`src/rtl/audio_pkg.sv`:
```
// audio_pkg: shared definitions for the audio DAC arbiter.
// Holds the write FSM state enum, the default sample width and a helper
// that extracts requester slices from packed sample buses.
package audio_pkg;
  localparam int AUDIO_DATA_WIDTH = 16;
  localparam int MAX_SRC = 8;
  localparam int MAX_W = 32;
  localparam int MAX_BUS = MAX_SRC * MAX_W;
  typedef enum logic [1:0] {IDLE, WR_L, WR_R} state_e;
  // Caller widens its bus to MAX_BUS and truncates the result to its own width.
  function automatic logic [MAX_W-1:0] get_slice(input logic [MAX_BUS-1:0] bus, input int unsigned idx, input int unsigned w);
    logic [MAX_BUS-1:0] s;
    s = bus >> (idx * w);
    return s[MAX_W-1:0];
  endfunction
endpackage

```
`src/rtl/rr_arbiter.sv`:
```
// rr_arbiter: combinational round-robin pick starting after the last grant.
// Ports: req_i request vector, last_i previous winner, advance_i allows a grant;
//        gnt_o one-hot grant, gnt_idx_o winner index, any_req_o any request high.
module rr_arbiter #(
  parameter int NUM_SRC = 4
) (
  input  logic [NUM_SRC-1:0]         req_i,
  input  logic [$clog2(NUM_SRC)-1:0] last_i,
  input  logic                       advance_i,
  output logic [NUM_SRC-1:0]         gnt_o,
  output logic [$clog2(NUM_SRC)-1:0] gnt_idx_o,
  output logic                       any_req_o
);
  localparam int IW = $clog2(NUM_SRC);
  logic [IW-1:0] cand;
  logic found;
  // Candidates wrap modulo NUM_SRC, so non-power-of-2 sizes never yield an out-of-range index.
  always_comb begin
    gnt_idx_o = '0;
    cand = '0;
    found = 1'b0;
    for (int k = 1; k <= NUM_SRC; k++) begin
      cand = IW'((int'(last_i) + k) % NUM_SRC);
      if (!found && req_i[cand]) begin
        found = 1'b1;
        gnt_idx_o = cand;
      end
    end
  end
  assign any_req_o = |req_i;
  assign gnt_o = (advance_i && any_req_o) ? ({{(NUM_SRC-1){1'b0}}, 1'b1} << gnt_idx_o) : '0;
endmodule

```
`src/rtl/audio_dac_arbiter.sv`:
```
// audio_dac_arbiter: round-robin share of the DAC FIFO write port, whole stereo pairs.
// Ports: clk/reset_n (sync active-low), enable gates new grants;
//        src_valid/src_left/src_right requester pairs, src_ready one-cycle accept;
//        fifo_writedata/fifo_write/fifo_full FIFO write port;
//        grant_id last granted requester, pair_done pulse on the Right write.
module audio_dac_arbiter
  import audio_pkg::*;
#(
  parameter int NUM_SRC = 4,
  parameter int DATA_WIDTH = AUDIO_DATA_WIDTH
) (
  input  logic                          clk,
  input  logic                          reset_n,
  input  logic                          enable,
  input  logic [NUM_SRC-1:0]            src_valid,
  input  logic [NUM_SRC*DATA_WIDTH-1:0] src_left,
  input  logic [NUM_SRC*DATA_WIDTH-1:0] src_right,
  output logic [NUM_SRC-1:0]            src_ready,
  output logic [DATA_WIDTH-1:0]         fifo_writedata,
  output logic                          fifo_write,
  input  logic                          fifo_full,
  output logic [$clog2(NUM_SRC)-1:0]    grant_id,
  output logic                          pair_done
);
  localparam int IW = $clog2(NUM_SRC);
  state_e state_q, state_d;
  logic [IW-1:0] last_q, grant_id_q, gnt_idx;
  logic [DATA_WIDTH-1:0] l_q, r_q, l_d, r_d;
  logic [MAX_BUS-1:0] left_ext, right_ext;
  logic advance, any_req, take;
  // Grants are gated by reset too, so src_ready stays low while reset is held.
  assign advance = reset_n && enable && !fifo_full && state_q == IDLE;
  assign take = advance && any_req;
  rr_arbiter #(.NUM_SRC(NUM_SRC)) u_rr (
    .req_i(src_valid),
    .last_i(last_q),
    .advance_i(advance),
    .gnt_o(src_ready),
    .gnt_idx_o(gnt_idx),
    .any_req_o(any_req)
  );
  assign left_ext = MAX_BUS'(src_left);
  assign right_ext = MAX_BUS'(src_right);
  assign l_d = DATA_WIDTH'(get_slice(left_ext, int'(gnt_idx), DATA_WIDTH));
  assign r_d = DATA_WIDTH'(get_slice(right_ext, int'(gnt_idx), DATA_WIDTH));
  assign grant_id = grant_id_q;
  always_comb begin
    state_d = state_q;
    fifo_write = 1'b0;
    pair_done = 1'b0;
    fifo_writedata = l_q;
    case (state_q)
      IDLE: state_d = take ? WR_L : IDLE;
      WR_L: begin
        fifo_write = !fifo_full;
        state_d = fifo_full ? WR_L : WR_R;
      end
      WR_R: begin
        fifo_write = !fifo_full;
        pair_done = !fifo_full;
        fifo_writedata = r_q;
        state_d = fifo_full ? WR_R : IDLE;
      end
      default: state_d = IDLE;
    endcase
  end
  always_ff @(posedge clk) begin
    if (!reset_n) begin
      state_q <= IDLE;
      last_q <= IW'(NUM_SRC - 1);
      grant_id_q <= '0;
      l_q <= '0;
      r_q <= '0;
    end else begin
      state_q <= state_d;
      if (take) begin
        last_q <= gnt_idx;
        grant_id_q <= gnt_idx;
        l_q <= l_d;
        r_q <= r_d;
      end
    end
  end
endmodule

```
`config.mk`:
```
export PLATFORM = sky130hd
export DESIGN_NAME = audio_dac_arbiter
export DESIGN_NICKNAME = d
export VERILOG_FILES = /design/src/rtl/audio_pkg.sv /design/src/rtl/rr_arbiter.sv /design/src/rtl/audio_dac_arbiter.sv
export SDC_FILE = /design/constraint.sdc
export NUM_CORES = 1
export LEC_CHECK = 0
export ABC_AREA = 1
export BUFFER_PORTS_ARGS = -buffer_cell sky130_fd_sc_hd__buf_2
export CORE_MARGIN = 1
export CORE_UTILIZATION = 39
export CTS_CLUSTER_SIZE = 14
export DETAILED_ROUTE_END_ITERATION = 10
export GPL_ROUTABILITY_DRIVEN = 0
export GPL_TIMING_DRIVEN = 0
export PLACE_DENSITY_LB_ADDON = 0.2
export SLEW_MARGIN = 15
export SYNTH_ARGS = -nofsm -noshare
export SYNTH_HDL_FRONTEND = slang
export SYNTH_HIERARCHICAL = 1
export SYNTH_SLANG_ARGS = --single-unit
```
`constraint.sdc`:
```
create_clock -name clk -period 2.65 [get_ports clk]
set_input_delay 0.265 -clock clk [delete_from_list [all_inputs] [get_ports clk]]
set_output_delay 0.265 -clock clk [all_outputs]
set_load 0.01 [all_outputs]
```
**Word-level counts from Yosys, hierarchy flattened**

Cells that the tools add are included.

- Bits of input ports: 136
- Register bits after elaboration: 38
- Word-level logic and storage cells: 55

- Mux-type cells: 23
- Equal/unequal tests: 2
- Order comparisons: 4
- Shift-type cells: 3
- Reductions and logical operators: 14
- $add $sub $neg: 4

Operator list:

| operator | number |
|---|---|
| $shr 64x6->16 | 2 |
| $mux 16 | 1 |
| $lt 2x3->1 const B | 4 |
| $mux 2 | 6 |
| $mux 1 | 10 |
| $bmux 1 s2 | 4 |
| $logic_and 1x1->1 | 7 |
| $pmux 2 s3 | 1 |
| $add 2x1->2 const B | 2 |
| $add 2x2->2 const B | 2 |
| $logic_not 1->1 | 4 |
| $mux 4 | 1 |
| $reduce_or 4->1 | 1 |
| $shl 1x2->4 const A | 1 |
| $eq 2x1->1 const B | 1 |
| $eq 2x2->1 const B | 1 |
| $logic_not 2->1 | 1 |
| $reduce_or 2->1 | 1 |

**Longest topological paths before layout**

Gate-level depths: netlist of run 1.

- Word-level depth: 15
- Gate-level depth with buffers: 16
- Gate-level depth less buffers: 15

**By module**

Netlist of run 1, hierarchy kept.

Modules (own cells, without submodules):

| module | sequential area each (um^2) | cells an instance | times used | area an instance (um^2) |
|---|---|---|---|---|
| audio_dac_arbiter | 760.7 | 651 | 1 | 3259.4 |
| rr_arbiter | 0.0 | 64 | 1 | 346.6 |

**Worst setup path after synthesis of run 1**

No wires, ideal clock.

- Path kind: reg2reg
- Start: register last_q[0]
- End: register r_q[8]
- Setup time: 112 ps
- Cell stages (with the launch flop): 16
- Path buffers: 2
- Path slack: 782 ps
- Required time: 2538 ps
- Arrival time: 1756 ps
- Clock period less this slack: 1868 ps
- Path through: dfxtp_1 buf_4 nand2_1 nand3_1 nand2_4 nor2_4 nand2_1 nand3_2 nand2_2 inv_2 clkbuf_1 nand2_1 nand3_1 nand2_1 nor2_1 nor2_1

- Cells in the longest elaborated chain, start to end: 14
- Elaborated cells between the ends (all ways): 26

Ends and longest elaborated chain:

| element | line | text |
|---|---|---|
| start: declaration | audio_dac_arbiter.sv:27 | `logic [IW-1:0] last_q, grant_id_q, gnt_idx;` |
| start signal: assignment | audio_dac_arbiter.sv:70 | `last_q <= IW'(NUM_SRC - 1);` |
| start signal: assignment | audio_dac_arbiter.sv:77 | `last_q <= gnt_idx;` |
| $add 2x1->2 | rr_arbiter.sv:23 | `cand = IW'((int'(last_i) + k) % NUM_SRC);` |
| $bmux 1 s2 | rr_arbiter.sv:24 | `if (!found && req_i[cand]) begin` |
| $mux 1 (implied by the code) | rr_arbiter.sv:24 |  |
| $mux 1 | rr_arbiter.sv:24 |  |
| $logic_not 1->1 | rr_arbiter.sv:24 |  |
| $logic_and 1x1->1 | rr_arbiter.sv:24 |  |
| $mux 1 | rr_arbiter.sv:24 |  |
| $logic_not 1->1 | rr_arbiter.sv:24 |  |
| $logic_and 1x1->1 | rr_arbiter.sv:24 |  |
| $mux 1 | rr_arbiter.sv:24 |  |
| $logic_not 1->1 | rr_arbiter.sv:24 |  |
| $logic_and 1x1->1 | rr_arbiter.sv:24 |  |
| $mux 2 * | rr_arbiter.sv:24 |  |
| named net gnt_idx[0] | audio_dac_arbiter.sv:27 |  |
| $shr 64x6->16 * | audio_pkg.sv:13 | `s = bus >> (idx * w);` |
| end signal: assignment | audio_dac_arbiter.sv:80 | `r_q <= r_d;` |
| end: declaration | audio_dac_arbiter.sv:28 | `logic [DATA_WIDTH-1:0] l_q, r_q, l_d, r_d;` |

Mark *: on every way through the listed nets, which the timed path passes. The rest lies on a longest branch. The select of a mux whose other input is x is not followed.
A chain may end at the register's enable or synchronous reset.

**Worst setup path after layout of run 1**

- Start: register last_q[1]
- End: register r_q[5]

Same word-level chain as after synthesis.

==> results of run 1 <==
## layer usage
| metal | share of wire (%) | track usage [%] | wire, um | vias to the layer above |
|---|---|---|---|---|
| met5 | 0 | 0 | 0 | - |
| met4 | 1.7 | 4.02 | 174 | 0 |
| met3 | 4.6 | 3.58 | 471 | 16 |
| met2 | 47 | 38.1 | 4840 | 104 |
| met1 | 46 | 27.3 | 4720 | 1851 |
| li1 | - | - | - | 2382 |
## timing repair
item | in CTS | in global routing
hold endpoints to repair | 0 | 0
hold buffers | 0 | 0
endpoints found under the setup margin | 0 | 1
resized for setup | 0 | 2
## report_power, final
part / internal [mW] / switching, mW / leakage [nW]
combinational: 0.354 / 0.597 / 2.73
sequential: 0.602 / 0.0140 / 0.310
clock: 0.181 / 0.196 / 0.0383
## layout make-up
cell class | count | area share, %
multi-input combinational | 465 | 43.5
timing repair buffer | 158 | 17.2
sequential | 38 | 16.5
inverter | 177 | 14.4
buffer | 35 | 3.80
tap | 108 | 2.93
clock buffer | 7 | 1.66
## layout by cell type, fill, tap and decap left out, types with 3 or more instances in the layout
| cell | count |
|---|---|
| a21oi_1 | 3 |
| buf_2 | 174 |
| dfxtp_1 | 38 |
| nand2_1 | 269 |
| nor2_1 | 72 |
| o21ai_0 | 16 |
| inv_1 | 173 |
| clkbuf_1 | 15 |
| nand3_1 | 76 |
| clkbuf_8 | 5 |
| nand2_2 | 5 |
| inv_2 | 4 |
| nand4_1 | 5 |
| nand2_4 | 6 |
| ha_1 | 4 |
## final timing paths
kind	from	cells after the start	slack, ns	endpoint
setup / recovery	last_q[1]	16	0.30	r_q[5]
hold / removal	fifo_full	2	0.25	state_q[1]
setup reg to reg	last_q[1]	16	0.30	r_q[5]
hold reg to reg	grant_id[1]	2	0.47	grant_id[1]
## flip-flops by register name, summed over array words and instances, names as in the netlist
signal	cells
state_q	2
l_q	16
grant_id	2
r_q	16
last_q	2
## per-stage QoR
step	setup slack [ns]	cell area [um^2]	power, mW	hold slack, ns
3_3_place_gp	0.261	4530	1.58	0.449
5_1_grt	0.0567	4610	2.12	0.266
2_1_floorplan	0.782	3610	1.28	0.357
4_1_cts	0.255	4610	1.96	0.250
3_5_place_dp	0.273	4530	1.59	0.453
6_report	0.305	4610	1.94	0.254
## synthesized netlist by cell type, drive strengths merged
master    n
clkbuf   14
dfxtp    38
nand3    78
a21oi     3
nand4     5
nor2     74
or2       1
buf      21
nand2   280
o21ai    18
and2      1
ha        4
a211oi    1
inv     177
## worst register-to-register path: stages, from the launching register on
cell	delay [ns]
dfxtp_1	0.49
inv_2	0.12
nand2_4	0.08
nand2_4	0.07
nand2_4	0.09
nand2_4	0.06
nor2_4	0.09
nand2_1	0.07
nand3_2	0.08
nand2_2	0.11
inv_2	0.18
clkbuf_1	0.40
nand2_1	0.10
nand3_1	0.09
nand2_1	0.06
nor2_1	0.10
nor2_1	0.05
## kinds of logic after synthesis
| kind of cell | share of synthesized area [%] |
|---|---|
| simple gates | 51.0 |
| flops | 21.1 |
| buf+inv | 23.2 |
| fa+ha+maj | 1.39 |
| compound gates | 3.23 |
==> qor.csv, run 1 <==
stage,metric,value,unit
floorplanning,Core Box Area,8850,um^2
critical_path,CP bufs+invs,3,
clocking,CTS root buffer,clkbuf_8,
layout,diode count,0,
route,initial DRC count,170,
timing,Worst slew margin,62.5,%
synth,Synth Warn #,6,
layout,multi-input logic area,2010,um^2
run_status,failing checks,design-rule violations,
placement,Inst Count DP,981,
route,DRT Pass-1 Iters,9,
timing,RSZ-0062 raised after global routing,no,
global_routing,GRT overflow,0,
critical_path,CP required,2.84,ns
power_and_ir_drop,leakage,3.08,nW
floorplanning,Initial Util,40.8,%
critical_path,critical path class,flip-flop to flip-flop,
run_status,status,"complete, but fails checks",
timing,crit share post-route,88.5,%
floorplanning,x dimension of the die,98.2,um
route,drt wl/cell,10.3,um
floorplanning,IO Pins,160,
synth,cells after synthesis,715,
synth,"Net Count, Synth",855,
route,Vias/cell,4.41,
synth,Synth area leader,nand2_1,
clocking,TritonCTS clock tree,built,
timing,Fmax,426,MHz
timing,Clock Skews,0.00471,ns
clocking,clock slew at reported path FFs,0.07,ns
floorplanning,Die H,98.2,um
layout,Filler cells,1020,
global_routing,largest net degree at the start of global routing,11,
clocking,CTS buffer count,5,
clocking,H-tree Lvls,2,
power_and_ir_drop,Power per Cell Area,422,nW/um^2
layout,Nets,1020,
critical_path,Slowest Stage Delay on Critical Path,0.49,ns
critical_path,Startpoint Class,flip-flop,
job,number of max-cap violations,0,
placement,number of buffers added on ports,158,
placement,DP HPWL,8280,um
critical_path,cell mode on critical path,nand2_4,
synth,Synth Register Bits,38,
timing,Least-Margin Pin Slew,0.562,ns
clocking,clock sinks,38,
layout,fraction of layout cells with a size suffix above 1,23.3,%
layout,sequential standard cell area,761,um^2
route,# DRC,2,
route,post-route ant nets,0,
synth,mapped cell area,3610,um^2
critical_path,crit path max-delay cell type,dfxtp_1,
layout,Synth-to-Final Area Change,27.8,%
route,total length of routed wires,10200,um
critical_path,crit-path cells,inv_2 > nand2_4 > nand2_4 > nand2_4 > nand2_4 > nor2_4 > nand2_1 > nand3_2 > nand2_2 > inv_2 > clkbuf_1 > nand2_1 > nand3_1 > nand2_1 > nor2_1 > nor2_1,
synth,post-synth cell types,25,
min_path,worst min path class,primary input to flip-flop,
layout,fin cells,988,
clocking,Longest Clk Path Bufs,2,
timing,TNS Setup,0,ns
global_routing,vias in the first global route,3746,
global_routing,initial antenna violation count,0,
clocking,post-CTS setup buffer count,0,
power_and_ir_drop,VDD IR-drop max,0.211,mV
synth,syn_area_per_cell,5.04,um^2
timing,max-slew violations,0,
floorplanning,Cell Rows,34,
route,Vias,4353,
timing,crit path time final,2.35,ns
synth,sequential area share after synthesis,21.1,%
critical_path,Worst Path Arrival,2.53,ns
critical_path,crit-path leading delay family,simple AND/OR/NAND/NOR gates,
global_routing,GR Util All Layers,21.4,%
global_routing,first-pass GRT wire length,16800,um
clocking,Worst-Skew Late Latency,0.29,ns
critical_path,CP Max Fanout,10,
layout,"Core Util, Final",52.1,%
synth,dominant cells by area after synthesis,"nand2_1 (28%), dfxtp_1 (21%), inv_1 (18%)",
floorplanning,Die ar.,9630,um^2
timing,Final Hold Vio Count,0,
critical_path,CP endpoint kind,flip-flop,
synth,top-area cell type share of the netlist area,28.0,%
timing,final setup fails,0,
Power figures use the tool's default switching activity.
==> inputs of run 2 (changes only) <==
--- a/config.mk
+++ b/config.mk
@@ -17,5 +17,4 @@
 export SLEW_MARGIN = 15
 export SYNTH_ARGS = -nofsm -noshare
 export SYNTH_HDL_FRONTEND = slang
-export SYNTH_HIERARCHICAL = 1
 export SYNTH_SLANG_ARGS = --single-unit
==> run 2 against run 1 <==
Against the previous run:
- the run now ends clean
- worst setup slack worse by 0.13 ns
- clock skew barely moved
- hold slack got worse by 0.030 ns
- die area fell by 14%
- synthesized area decreased by 14%
- register-to-register slack improved by 0.12 ns
- first-iteration DRC count grew 23%
- combinational power is 20% lower
- sequential cell count is the same
- count of clock-buffer cells in the layout decreased by 1
- sequential share of layout area up 1.9 points
- critical path type is now flip-flop to output port
- critical endpoint is now src_ready[2]
- highest routed layer unchanged
==> qor.csv, run 2 <==
stage,metric,value,unit,change
run_status,status,"complete, no violations",,
route,# DRC,0,,-2
synth,sequential area share after synthesis,24.5,%,+3.4 points
synth,cells after synthesis,575,,-20%
timing,TNS Setup,0,ns,unchanged
floorplanning,IO Pins,160,,unchanged
floorplanning,Cell Rows,32,,-5.9%
layout,sequential standard cell area,762,um^2,+0.16%
clocking,CTS root buffer,clkbuf_8,,
floorplanning,Initial Util,40.2,%,-0.58 points
critical_path,crit-path cells,buf_4 > nand2_1 > nand2_1 > nand2_2 > nand2_2 > nor2_4 > nand2_2 > nand2_4 > nand2_4 > inv_2 > nand2_1 > nor2_1 > buf_2,,
synth,dominant cells by area after synthesis,"nand2_1 (26%), dfxtp_1 (25%), nand3_1 (11%)",,
critical_path,path length in cells of the critical path,13,,-3
synth,post-synth cell types,30,,+20%
synth,"Net Count, Synth",715,,-16%
route,Vias/cell,4.76,,+8.0%
global_routing,GR Util All Layers,24.7,%,+3.3 points
layout,"commonest cells after routing, fill and taps aside","nand2_1 (215), buf_2 (169), nor2_1 (87), nand3_1 (68), inv_1 (65)",,
min_path,hold path depth,2,,unchanged
synth,"FFs w/ async S/R, synth",0,%,unchanged
floorplanning,Die ar.,8320,um^2,-14%
clocking,clock slew at reported path FFs,0.07,ns,about the same
global_routing,initial antenna violation count,0,,unchanged
layout,diode count,0,,unchanged
clocking,Worst-Skew Late Latency,0.29,ns,about the same
layout,Synth-to-Final Area Change,33.3,%,
power_and_ir_drop,leakage,2.37,nW,-23%
synth,Most used DFF post-synth,dfxtp_1,,
timing,crit share post-route,93.4,%,+4.9 points
critical_path,CP required,2.38,ns,-0.46 ns
clocking,Longest Clk Path Bufs,2,,unchanged
critical_path,Worst Path Arrival,2.21,ns,-0.32 ns
clocking,clock sinks,38,,unchanged
clocking,CTS buffer count,5,,unchanged
timing,max-slew violations,0,,unchanged
min_path,worst min path class,primary input to flip-flop,,
layout,largest registers,"l_q x16, r_q x16",,
synth,Synth Register Bits,38,,unchanged
route,total length of routed wires,9990,um,-2.1%
layout,multi-input logic area,1910,um^2,-5.0%
critical_path,Reg2Reg Setup Slack,0.42,ns,+0.12 ns
critical_path,Slowest Stage Delay on Critical Path,0.32,ns,-0.17 ns
critical_path,Startpoint Class,flip-flop,,
global_routing,first-pass GRT wire length,16600,um,-1.0%
timing,Fmax,404,MHz,-5.3%
critical_path,Reg2Reg Launch Point,last_q[0],,
critical_path,crit path max-delay cell type,dfxtp_1,,
clocking,H-tree Lvls,2,,unchanged
layout,"commonest non-fill, non-tap cell in the layout",nand2_1,,
synth,top-area cell type share of the netlist area,26.0,%,-2.0 points
timing,final setup fails,0,,unchanged
synth,mapped cell area,3100,um^2,-14%
synth,Synth Warn #,0,,-6
placement,DP HPWL,8070,um,-2.5%
timing,RSZ-0062 raised after global routing,no,,
floorplanning,Core Box Area,7730,um^2,-13%
synth,Post-synth EDFFs,0,,unchanged
power_and_ir_drop,Power per Cell Area,434,nW/um^2,+2.8%
critical_path,Reg2Reg Depth,15,,-1
layout,fraction of layout cells with a size suffix above 1,27.9,%,+4.6 points
route,DRT Pass-1 Iters,5,,-4
floorplanning,x dimension of the die,91.2,um,-7.1%
timing,Least-Margin Pin Slew,0.504,ns,-0.0587 ns
floorplanning,Die H,91.2,um,-7.1%
route,drt wl/cell,11.9,um,+15%
route,initial DRC count,209,,+23%
critical_path,critical path class,flip-flop to output port,,
synth,cell with the most instances after synthesis,nand2_1,,
route,post-route ant nets,0,,unchanged
power_and_ir_drop,total power,1.79,mW,-7.7%
global_routing,GRT overflow,0,,unchanged
critical_path,r2r endpoint,l_q[15],,
synth,syn_area_per_cell,5.40,um^2,+7.0%
critical_path,CP endpoint kind,output port,,
layout,Filler cells,853,,-16%
timing,Clock Skews,0.00459,ns,-0.000123 ns
synth,Synth top cells by count,"nand2_1 (215), nor2_1 (87), nand3_1 (68)",,
min_path,WHS Endpoint,state_q[1],,
clocking,TritonCTS clock tree,built,,
synth,Synth area leader,nand2_1,,
global_routing,largest net degree at the start of global routing,13,,+2
timing,crit path time final,2.48,ns,+0.131 ns
global_routing,vias in the first global route,3720,,-0.69%
min_path,HP Start,fifo_full,,
placement,number of buffers added on ports,159,,+0.63%
timing,Worst Slack Setup Final,0.174,ns,-0.131 ns
route,Vias,4010,,-7.9%
timing,Worst slew margin,66.4,%,+3.9 points
timing,Final Hold Vio Count,0,,unchanged
critical_path,CP bufs+invs,3,,unchanged
job,number of max-cap violations,0,,unchanged
placement,pre-CTS WS,0.314,ns,+0.0414 ns
power_and_ir_drop,VDD IR-drop max,0.190,mV,-10%
critical_path,CP Max Fanout,14,,+4
critical_path,crit-path leading delay family,simple AND/OR/NAND/NOR gates,,
layout,Nets,880,,-14%
run 2: changes by cell type in the layout (fill, tap and decap cells not counted), moves of 2 or more:
cell,before,now
nand3_1,76,68
clkbuf_1,15,9
buf_2,174,169
nand2_4,6,3
buf_6,2,6
nand2_1,269,215
inv_1,173,65
nor2_1,72,87
o211ai_1,0,3
a21oi_1,3,19
nand4_1,5,1
o21ai_0,16,18
nor2_2,1,3
run 2: worst max path at each step:
stage / startpoint / endpoint / slack [ns]
after CTS: state_q[0] / src_ready[2] / 0.03
final: last_q[0] / src_ready[2] / 0.17
after floorplan: last_q[1] / src_ready[3] / 0.69
after global placement: last_q[1] / src_ready[2] / 0.36
after global routing: last_q[0] / src_ready[2] / 0.002
after detailed placement: last_q[1] / src_ready[2] / 0.31
run 2: kinds of logic after synthesis:
group | after synthesis | share of synthesized area [%]
AND/OR/NAND/NOR | 388 | 52.1
adder cells (fa/ha/maj) | 4 | 1.61
buffers and inverters | 102 | 14.4
AO/OA/AOI/OAI | 43 | 7.42
flip-flops | 38 | 24.5
run 2: where the power goes:
part / internal, mW / switching, mW
logic: 0.292 / 0.465
clock network: 0.209 / 0.211
registers: 0.602 / 0.0146
run 2: layer usage:
metal | GRT usage [%] | routed length (um) | up-vias
li1 | - | - | 2086
met5 | 0 | 0 | -
met4 | 5.16 | 135 | 0
met3 | 2.93 | 619 | 17
met2 | 43.4 | 4670 | 137
met1 | 32.4 | 4570 | 1770
run 2: area by class of cell:
class | count | area share (%)
Clock inverter | 2 | 0.302
Inverter | 71 | 6.44
Timing Repair Buffer | 160 | 19.4
Tap cell | 102 | 3.09
Multi-Input combinational cell | 435 | 46.1
Buffer | 29 | 4.23
Clock buffer | 6 | 2.00
Sequential cell | 38 | 18.4
run 2: stage by stage:
step | area [um^2] | util [%] | hold WS [ns] | cells
6_report | 4140 | 53.5 | 0.224 | 843
5_1_grt | 4140 | 53.5 | 0.248 | 843
4_1_cts | 4120 | 53.4 | 0.221 | 844
3_5_place_dp | 4030 | 52.1 | 0.457 | 836
3_3_place_gp | 4030 | 52.1 | 0.453 | 836
2_1_floorplan | 3100 | - | 0.358 | 575
run 2: repair_timing:
item                                   in CTS  in global routing
setup endpoints to repair                   2                  4
setup buffers                               0                  1
endpoints found under the hold margin       0                  0
resized for setup                           1                  7
hold buffers                                0                  0
pin swaps                                   0                  1
